**config.mk**
```make
export PLATFORM = sky130hd
export DESIGN_NAME = score_text_ctrl
export DESIGN_NICKNAME = d
export VERILOG_FILES = /design/src/rtl/score_text_ctrl.sv
export SDC_FILE = /design/constraint.sdc
export NUM_CORES = 1
export LEC_CHECK = 0
export CORE_MARGIN = 5
export CORE_UTILIZATION = 58
export DETAILED_ROUTE_END_ITERATION = 8
export PLACE_DENSITY = 0.92
export RECOVER_POWER = 50
export SLEW_MARGIN = 0
export SYNTH_ARGS = -nofsm -noshare
export SYNTH_HDL_FRONTEND = slang
export SYNTH_SLANG_ARGS = --single-unit
```
**constraint.sdc**
```tcl
create_clock -name clk -period 3.4 [get_ports clk]
set_clock_uncertainty 0.2 [all_clocks]
set_input_delay 0.68 -clock clk [delete_from_list [all_inputs] [get_ports clk]]
set_output_delay 0.68 -clock clk [all_outputs]
set_load 0.05 [all_outputs]
```
**src/rtl/score_text_ctrl.sv**
```systemverilog
// Score/message text controller: 8-slot glyph buffer, score BCD converter,
// blink masking and one-cycle poll scheduling for a shared glyph renderer.
module score_text_ctrl #(
   parameter logic [10:0] ORIGIN_X     = 11'd192,
   parameter logic [9:0]  ORIGIN_Y     = 10'd16,
   parameter logic [3:0]  SCALE        = 4'd2,
   parameter int          PITCH_SHIFT  = 5,
   parameter logic [24:0] BLINK_CYCLES = 25'd12_500_000
) (
   input  logic        clk,
   input  logic        reset,
   input  logic [6:0]  ScoreL,
   input  logic [6:0]  ScoreR,
   input  logic        UpdReq,
   output logic        UpdAck,
   output logic        Busy,
   input  logic        WrEn,
   input  logic [1:0]  WrAddr,
   input  logic [5:0]  WrData,
   input  logic        BlinkEn,
   input  logic [9:0]  PollX,
   input  logic [8:0]  PollY,
   output logic [5:0]  CharValue,
   output logic [10:0] CharX,
   output logic [9:0]  CharY,
   output logic [3:0]  CharScale,
   output logic [9:0]  PollXd,
   output logic [8:0]  PollYd
);

   localparam logic [5:0]  SPACE = 6'd36;
   localparam logic [10:0] SPAN  = 11'(8 << PITCH_SHIFT);

   typedef enum logic [1:0] {IDLE, CONV_L, CONV_R, COMMIT} state_t;

   state_t      r_state;
   state_t      w_next;
   logic [6:0]  r_rem_l;
   logic [6:0]  r_rem_r;
   logic [3:0]  r_tens_l;
   logic [3:0]  r_tens_r;
   logic        r_busy;
   logic        r_ack;
   logic [5:0]  r_slot [8];
   logic [24:0] r_blink_cnt;
   logic        r_blink_on;
   logic [5:0]  r_char_value;
   logic [10:0] r_char_x;
   logic [9:0]  r_poll_xd;
   logic [8:0]  r_poll_yd;

   logic [6:0]  w_clamp_l;
   logic [6:0]  w_clamp_r;
   logic [10:0] w_relx;
   logic        w_in_range;
   logic [2:0]  w_idx;
   logic        w_msg;
   logic [5:0]  w_val;
   logic [10:0] w_slot_x;

   assign w_clamp_l = (ScoreL > 7'd99) ? 7'd99 : ScoreL;
   assign w_clamp_r = (ScoreR > 7'd99) ? 7'd99 : ScoreR;

   always_ff @(posedge clk or negedge reset) begin
      if (!reset) r_state <= IDLE;
      else        r_state <= w_next;
   end

   always_comb begin
      w_next = r_state;
      unique case (r_state)
         IDLE:    if (UpdReq) w_next = CONV_L;
         CONV_L:  if (r_rem_l < 7'd10) w_next = CONV_R;
         CONV_R:  if (r_rem_r < 7'd10) w_next = COMMIT;
         COMMIT:  w_next = IDLE;
         default: w_next = IDLE;
      endcase
   end

   // Repeated subtraction: one decade per cycle per side
   always_ff @(posedge clk or negedge reset) begin
      if (!reset) begin
         r_rem_l  <= '0;
         r_rem_r  <= '0;
         r_tens_l <= '0;
         r_tens_r <= '0;
         r_busy   <= 1'b0;
         r_ack    <= 1'b0;
      end else begin
         r_ack <= 1'b0;
         if (r_state == IDLE && UpdReq) begin
            r_rem_l  <= w_clamp_l;
            r_rem_r  <= w_clamp_r;
            r_tens_l <= '0;
            r_tens_r <= '0;
            r_busy   <= 1'b1;
         end
         if (r_state == CONV_L && r_rem_l >= 7'd10) begin
            r_rem_l  <= r_rem_l - 7'd10;
            r_tens_l <= r_tens_l + 4'd1;
         end
         if (r_state == CONV_R && r_rem_r >= 7'd10) begin
            r_rem_r  <= r_rem_r - 7'd10;
            r_tens_r <= r_tens_r + 4'd1;
         end
         if (r_state == COMMIT) begin
            r_busy <= 1'b0;
            r_ack  <= 1'b1;
         end
      end
   end

   always_ff @(posedge clk or negedge reset) begin
      if (!reset) begin
         for (int i = 0; i < 8; i++)
            r_slot[i] <= (i == 1 || i == 7) ? 6'd0 : SPACE;
      end else begin
         if (r_state == COMMIT) begin
            r_slot[0] <= (r_tens_l == 4'd0) ? SPACE : {2'b00, r_tens_l};
            r_slot[1] <= r_rem_l[5:0];
            r_slot[6] <= (r_tens_r == 4'd0) ? SPACE : {2'b00, r_tens_r};
            r_slot[7] <= r_rem_r[5:0];
         end
         if (WrEn)
            r_slot[3'd2 + {1'b0, WrAddr}] <= WrData;
      end
   end

   always_ff @(posedge clk or negedge reset) begin
      if (!reset) begin
         r_blink_cnt <= '0;
         r_blink_on  <= 1'b1;
      end else if (!BlinkEn) begin
         r_blink_cnt <= '0;
         r_blink_on  <= 1'b1;
      end else if (r_blink_cnt == BLINK_CYCLES - 25'd1) begin
         r_blink_cnt <= '0;
         r_blink_on  <= ~r_blink_on;
      end else begin
         r_blink_cnt <= r_blink_cnt + 25'd1;
      end
   end

   assign w_relx     = {1'b0, PollX} - ORIGIN_X;
   assign w_in_range = ({1'b0, PollX} >= ORIGIN_X) && (w_relx < SPAN);
   assign w_idx      = w_relx[PITCH_SHIFT +: 3];
   assign w_msg      = (w_idx >= 3'd2) && (w_idx <= 3'd5);
   assign w_val      = (w_msg && !r_blink_on) ? SPACE : r_slot[w_idx];
   assign w_slot_x   = ORIGIN_X + (11'(w_idx) << PITCH_SHIFT);

   always_ff @(posedge clk or negedge reset) begin
      if (!reset) begin
         r_char_value <= SPACE;
         r_char_x     <= ORIGIN_X;
         r_poll_xd    <= '0;
         r_poll_yd    <= '0;
      end else begin
         r_char_value <= w_in_range ? w_val : SPACE;
         r_char_x     <= w_in_range ? w_slot_x : ORIGIN_X;
         r_poll_xd    <= PollX;
         r_poll_yd    <= PollY;
      end
   end

   assign UpdAck    = r_ack;
   assign Busy      = r_busy;
   assign CharValue = r_char_value;
   assign CharX     = r_char_x;
   assign CharY     = ORIGIN_Y;
   assign CharScale = SCALE;
   assign PollXd    = r_poll_xd;
   assign PollYd    = r_poll_yd;

endmodule
```
==> results of run 1 <==
==> layout make-up <==
class / instances / area, um2
clock buffer: 22 / 433
timing repair buffer: 88 / 832
tap: 136 / 170
clock inverter: 9 / 120
fill: 636 / 2820
inverter: 24 / 90.1
multi-input combinational: 370 / 2710
sequential: 129 / 3250
==> power groups by stage <==
stage	clock network [mW]	logic [mW]	registers, mW
after floorplan	0	1.24	2.25
after global placement	0	1.62	2.26
after detailed placement	0	1.75	2.30
after CTS	1.74	1.80	2.29
after global routing	1.83	1.96	2.33
final	1.74	1.81	2.31
==> worst paths after layout <==
| kind | from | end | slack, ns | cells after the start |
|---|---|---|---|---|
| max in group asynchronous | reset | asynchronous set/reset pin | 0.81 | 2 |
| min reg2reg | flop | flop | 0.29 | 2 |
| min in group clk | flop | flop | 0.29 | 2 |
| max | PollX[5] | CharValue[5] | 0.53 | 5 |
| min | reset | r_blink_cnt[11] | 0.24 | 1 |
| max reg2reg | r_rem_l[1] | r_tens_l[3] | 0.77 | 6 |
==> cell usage in the layout, fill, tap and decap left out, types with 15 or more instances in the layout <==
master	synthesis	final
inv_1	24	24
o21ai_0	15	15
a21oi_1	22	22
mux2_2	44	44
nand2_1	42	42
clkbuf_16	0	16
nor2_1	27	27
dfstp_2	17	17
clkdlybuf4s50_1	0	57
ha_1	17	17
dlygate4sd3_1	0	18
conb_1	2	21
nand3_1	16	16
dfrtp_1	112	112
==> critical path, cell delays in order <==
cell and delay [ns]:
clkdlybuf4s50_1 0.46, clkbuf_1 0.90, mux4_2 0.63, nor2b_1 0.15, a211o_1 0.28
==> cells in the mapped netlist (all sizes together) (12+ instances only) <==
master  instances  share of area, %
a21oi          22               1.8
buf            32               3.4
clkbuf         13              0.78
dfrtp         112                45
dfstp          17               7.2
ha             17               3.4
inv            24               1.4
mux2           44               7.9
mux4           12               4.3
nand2          42               2.5
nand3          17               1.4
nor2           27               1.6
o21ai          16               1.3
o22ai          12               1.2
==> per-stage QoR <==
step	util [%]	cells
floorplan	-	568
global placement	67.9	747
detailed placement	67.9	747
CTS	73.2	778
global route	73.0	778
finish	73.0	778
==> layer usage <==
metal | part of all wire, % | vias to the layer above | routed length [um]
met4 | 3.5 | 0 | 559
met5 | 0 | - | 0
met1 | 37 | 2434 | 5900
li1 | - | 2101 | -
met3 | 6.8 | 63 | 1070
met2 | 53 | 276 | 8380
==> kinds of logic (layout without fill, tap and decap cells) <==
logic type,Yosys count,count (layout),share of synthesized area [%]
xor+xnor,12,12,1.69
other cells,2,21,0.120
buf+inv,69,143,5.64
mux,64,64,13.6
compound gates,89,89,9.35
simple gates,167,167,14.1
fa+ha+maj,17,17,3.41
flops,129,129,52.1
==> flow_summary_export.csv, run 1 <==
group,metric,value,unit
timing,setup-tns-final,0,ns
floorplan,num_io_pins,98,
timing,maxSlewHeadroom,-3.11,%
hold_path,worstHoldPathType,"primary input to asynchronous set/reset pin",
timing,rsz0062_at_grt,"no",
layout,drive_above_1_share,17.8,%
floorplan,fp.dieH,114,um
grt,grt_pass1_wl,25700,um
synth,synth-seq-cells,129,
grt,grt-busiest-layer,"met2",
power_and_ir_drop,combPwrFrac,30.9,%
timing,drv_slew,32,
detailed_routing,firstDrtPassIters,7,
detailed_routing,drc,0,
detailed_routing,wl_per_cell,20.5,um
floorplan,core,10400,um2
placed_design,io_buffers,76,
layout,diodes,0,
timing,worstMarginPinSlew,1.55,ns
clocking,h-tree-depth,4,
grt,gr-usage-met2,45.6,%
synth,yosysWarnings,0,
power_and_ir_drop,p_switching,2.02,mW
power_and_ir_drop,power.switching_fraction,34.5,%
power_and_ir_drop,irDropWorstVdd,0.000733,V
grt,grt_overflow,0,
synth,async_flop_share,100,%
clocking,cts_buffer_depth,2,
floorplan,initial_utilization,59.9,%
grt,grtUsageTotal,25.4,%
synth,synth-main-ff-cell,"dfrtp_1",
grt,grt_max_degree,54,
clocking,holdBufCountCts,0,
synth,yosysSeqAreaShare,52.1,%
status,status,"finished with violations",
critical_path,path_class,"primary input to flop",
layout,fin_area,7600,um2
timing,holdWs,0.239,ns
timing,finalHoldViolations,0,
layout,area_growth,21.9,%
critical_path,setup.worst_path.start_class,"primary input",
detailed_routing,ant_nets,0,
clocking,cts_tree,"built",
clocking,post_cts_resized,0,
clocking,clock_latency,0.52,ns
timing,setup_viol,0,
clocking,cts_root_buffer,"clkbuf_8",
floorplan,num_rows,37,
synth,syn_avg_cell_area,11.4,um2
detailed_routing,wirelength,15900,um
placed_design,place_ws,0.635,ns
power_and_ir_drop,leakagePower,3.24,nW
power_and_ir_drop,internal-power,3.84,mW
critical_path,cp_data_required_time,3.64,ns
placed_design,place.gp.congestion,0.847,
grt,use_met1,28.8,%
detailed_routing,viasPerCell,6.26,
critical_path,cp_max_fo,17,
grt,antenna_found_initial,0,
clocking,cts.sinks,129,
placed_design,dp_hpwl,10400,um
synth,mappedNetlistArea,6230,um2
layout,final_nets,693,
power_and_ir_drop,p_clk_share,29.7,%
synth,synthCells,549,
status,failed_checks,"max-capacitance violations, max-slew violations",
clocking,clk_pin_slew,0.06,ns
clocking,cts_buffers,17,
timing,fin_ws,0.533,ns
timing,post-route-min-period,2.87,ns
timing,finalCritPeriodShare,84.3,%
job,drv_cap,1,
power_and_ir_drop,power_density,771,nW/um2
synth,synth_cell_types,55,
synth,synth-edff-count,0,
critical_path,crit_arrival,3.11,ns
power_and_ir_drop,power,5.86,mW
grt,first_global_vias,4949,
detailed_routing,first_iter_violations,534,
timing,fmax,349,MHz
grt,use_met3,6.74,%
critical_path,end_kind,"flop",
placed_design,place_area,7080,um2
floorplan,dieArea,12900,um2
detailed_routing,num_vias,4874,
power_and_ir_drop,pwr-share-seq,39.5,%
floorplan,dieWidth,114,um
clocking,post_cts_buffers,0,
Power figures use the tool's default switching activity.
==> run 2, diff against run 1 <==
CORE_UTILIZATION = 54   (was 58)
PLACE_DENSITY = 0.87   (was 0.92)
clock period = 2.7 ns   (was 3.4 ns; I/O delays follow)
==> run 2 against run 1 <==
Effect of this change:
- final area rose by 1.7%
- critical path type is now flop to flop
- final cell count rose by 1.5%
- first-iteration DRC count fell by 26%
- non-clock buffer count rose by 4
- worst hold slack improved by 0.057 ns
- via count fell by 4.6%
- setup slack got worse by 0.37 ns
- total power rose by 29%
- the run still ends with max-capacitance violations, max-slew violations left
- global-route usage fell by 3.5 points
- die area rose by 6.7%
- core utilization fell by 5.0 points
- register-to-register slack got worse by 0.61 ns
==> flow_summary_export.csv, run 2 (synthesis gave the netlist of run 1 again) <==
group,metric,value,unit
status,status,"finished with violations",
status,failed_checks,"max-capacitance violations, max-slew violations",
hold_path,worstHoldPathType,"flop to flop",
timing,worstMarginPinSlew,1.56,ns
clocking,clock_latency,0.41,ns
grt,grt_overflow,0,
timing,finalHoldViolations,0,
detailed_routing,ant_nets,0,
critical_path,r2r_start,"r_rem_l[1]",
critical_path,reg2reg_depth,6,
clocking,post_cts_buffers,0,
timing,finalCritPeriodShare,94.1,%
floorplan,core,11400,um2
timing,holdWs,0.297,ns
floorplan,num_rows,39,
clocking,post_cts_resized,0,
critical_path,cp_max_fo,13,
timing,setup_viol,0,
timing,setup-tns-final,0,ns
power_and_ir_drop,power,7.55,mW
critical_path,end_kind,"flop",
layout,drive_above_1_share,18.7,%
timing,post-route-min-period,2.54,ns
detailed_routing,wirelength,15000,um
grt,grt_max_degree,43,
placed_design,place_area,7120,um2
clocking,h-tree-depth,4,
critical_path,reg2reg_slack,0.16,ns
critical_path,max_stage_delay,0.51,ns
detailed_routing,first_iter_violations,395,
timing,maxSlewHeadroom,-4.30,%
clocking,cts_tree,"built",
grt,antenna_found_initial,0,
grt,grtUsageTotal,21.9,%
layout,mostFrequentLayoutCell,"dfrtp_1",
floorplan,initial_utilization,54.8,%
clocking,cts_buffers,17,
critical_path,critPathBufInv,1,
floorplan,dieWidth,117,um
layout,area_growth,24.0,%
timing,fmax,394,MHz
critical_path,rr_endpoint,"r_rem_l[3]",
layout,mostFrequentLayoutCells,"dfrtp_1 (112), clkdlybuf4s50_1 (56), mux2_2 (44)",
placed_design,dp_hpwl,10200,um
timing,drv_slew,32,
power_and_ir_drop,power_density,977,nW/um2
critical_path,crit_family,"compound AO/OA/AOI/OAI gates",
detailed_routing,drc,0,
grt,grt_pass1_wl,24400,um
clocking,cts.sinks,129,
layout,multiInputGateArea,2710,um2
floorplan,dieArea,13800,um2
clocking,cts_root_buffer,"clkbuf_16",
critical_path,cp_cell_sequence,"inv_1 > ha_1 > nor2b_1 > o41a_1 > or2_0 > a222oi_1",
detailed_routing,viasPerCell,5.89,
placed_design,place.gp.congestion,0.858,
clocking,clk_pin_slew,0.06,ns
critical_path,cp_slowest_cell,"o41a_1",
job,drv_cap,1,
hold_path,min_path_cells,2,
layout,final_nets,697,
timing,rsz0062_at_grt,"no",
layout,n_fill_cell,790,
clocking,holdBufCountCts,1,
layout,fin_area,7730,um2
critical_path,cp_data_required_time,2.79,ns
detailed_routing,wl_per_cell,18.9,um
critical_path,crit_arrival,2.63,ns
critical_path,setup.worst_path.start_class,"flop",
detailed_routing,firstDrtPassIters,5,
power_and_ir_drop,leakagePower,3.30,nW
layout,seq_area,3250,um2
floorplan,fp.dieH,117,um
power_and_ir_drop,irDropWorstVdd,0.000662,V
placed_design,io_buffers,76,
layout,diodes,0,
clocking,cts_buffer_depth,2,
grt,first_global_vias,4802,
critical_path,path_class,"flop to flop",
detailed_routing,num_vias,4651,
floorplan,num_io_pins,98,
[run 2: worst max-delay path by stage]
stage | startpoint | slack, ns | depth (start not counted) | endpoint
6_report | r_rem_l[1] | 0.16 | 6 | r_rem_l[3]
5_1_grt | r_rem_l[1] | 0.07 | 6 | r_rem_l[3]
4_1_cts | r_rem_l[1] | 0.17 | 6 | r_rem_l[3]
3_5_place_dp | PollX[6] | 0.05 | 6 | CharValue[2]
3_3_place_gp | PollX[6] | 0.14 | 6 | CharValue[2]
2_1_floorplan | PollX[6] | 0.09 | 8 | CharValue[2]
[run 2: routing by layer]
layer	routed length [um]	track usage (%)	up-vias
li1	-	-	2110
met4	403	8.60	0
met1	5870	25.8	2311
met2	7750	38.0	192
met3	936	5.91	38
met5	0	0	-
[run 2: stage by stage]
stage                     setup WS, ns  instances  utilization, %
after global placement           0.144        757            62.6
after detailed placement        0.0540        757            62.6
after floorplan                 0.0939        568               -
final                            0.159        790            68.0
after global routing            0.0692        790            68.0
after CTS                        0.175        790            68.2
[run 2: report_power, final]
group	internal (mW)	switching [mW]	leakage (nW)
Clock	1.63	0.819	0.304
Sequential	2.44	0.436	1.59
Combinational	1.01	1.22	1.40
Total	5.07	2.48	3.30
[run 2: area by class of cell]
class	count	area share, %
clock buffers	20	5.65
clock inverters	12	2.46
inverters	24	1.17
multi-input cells	370	35.0
flip-flops and latches	129	42.0
well taps	143	2.32
repair buffers	92	11.4
[run 2: worst min-delay path, delay by kind of cell, from the launching register on]
| family | cells | cell delay (ns) |
|---|---|---|
| simple gates | 1 | 0.08 |
| compound gates | 1 | 0.05 |
| flops | 1 | 0.37 |
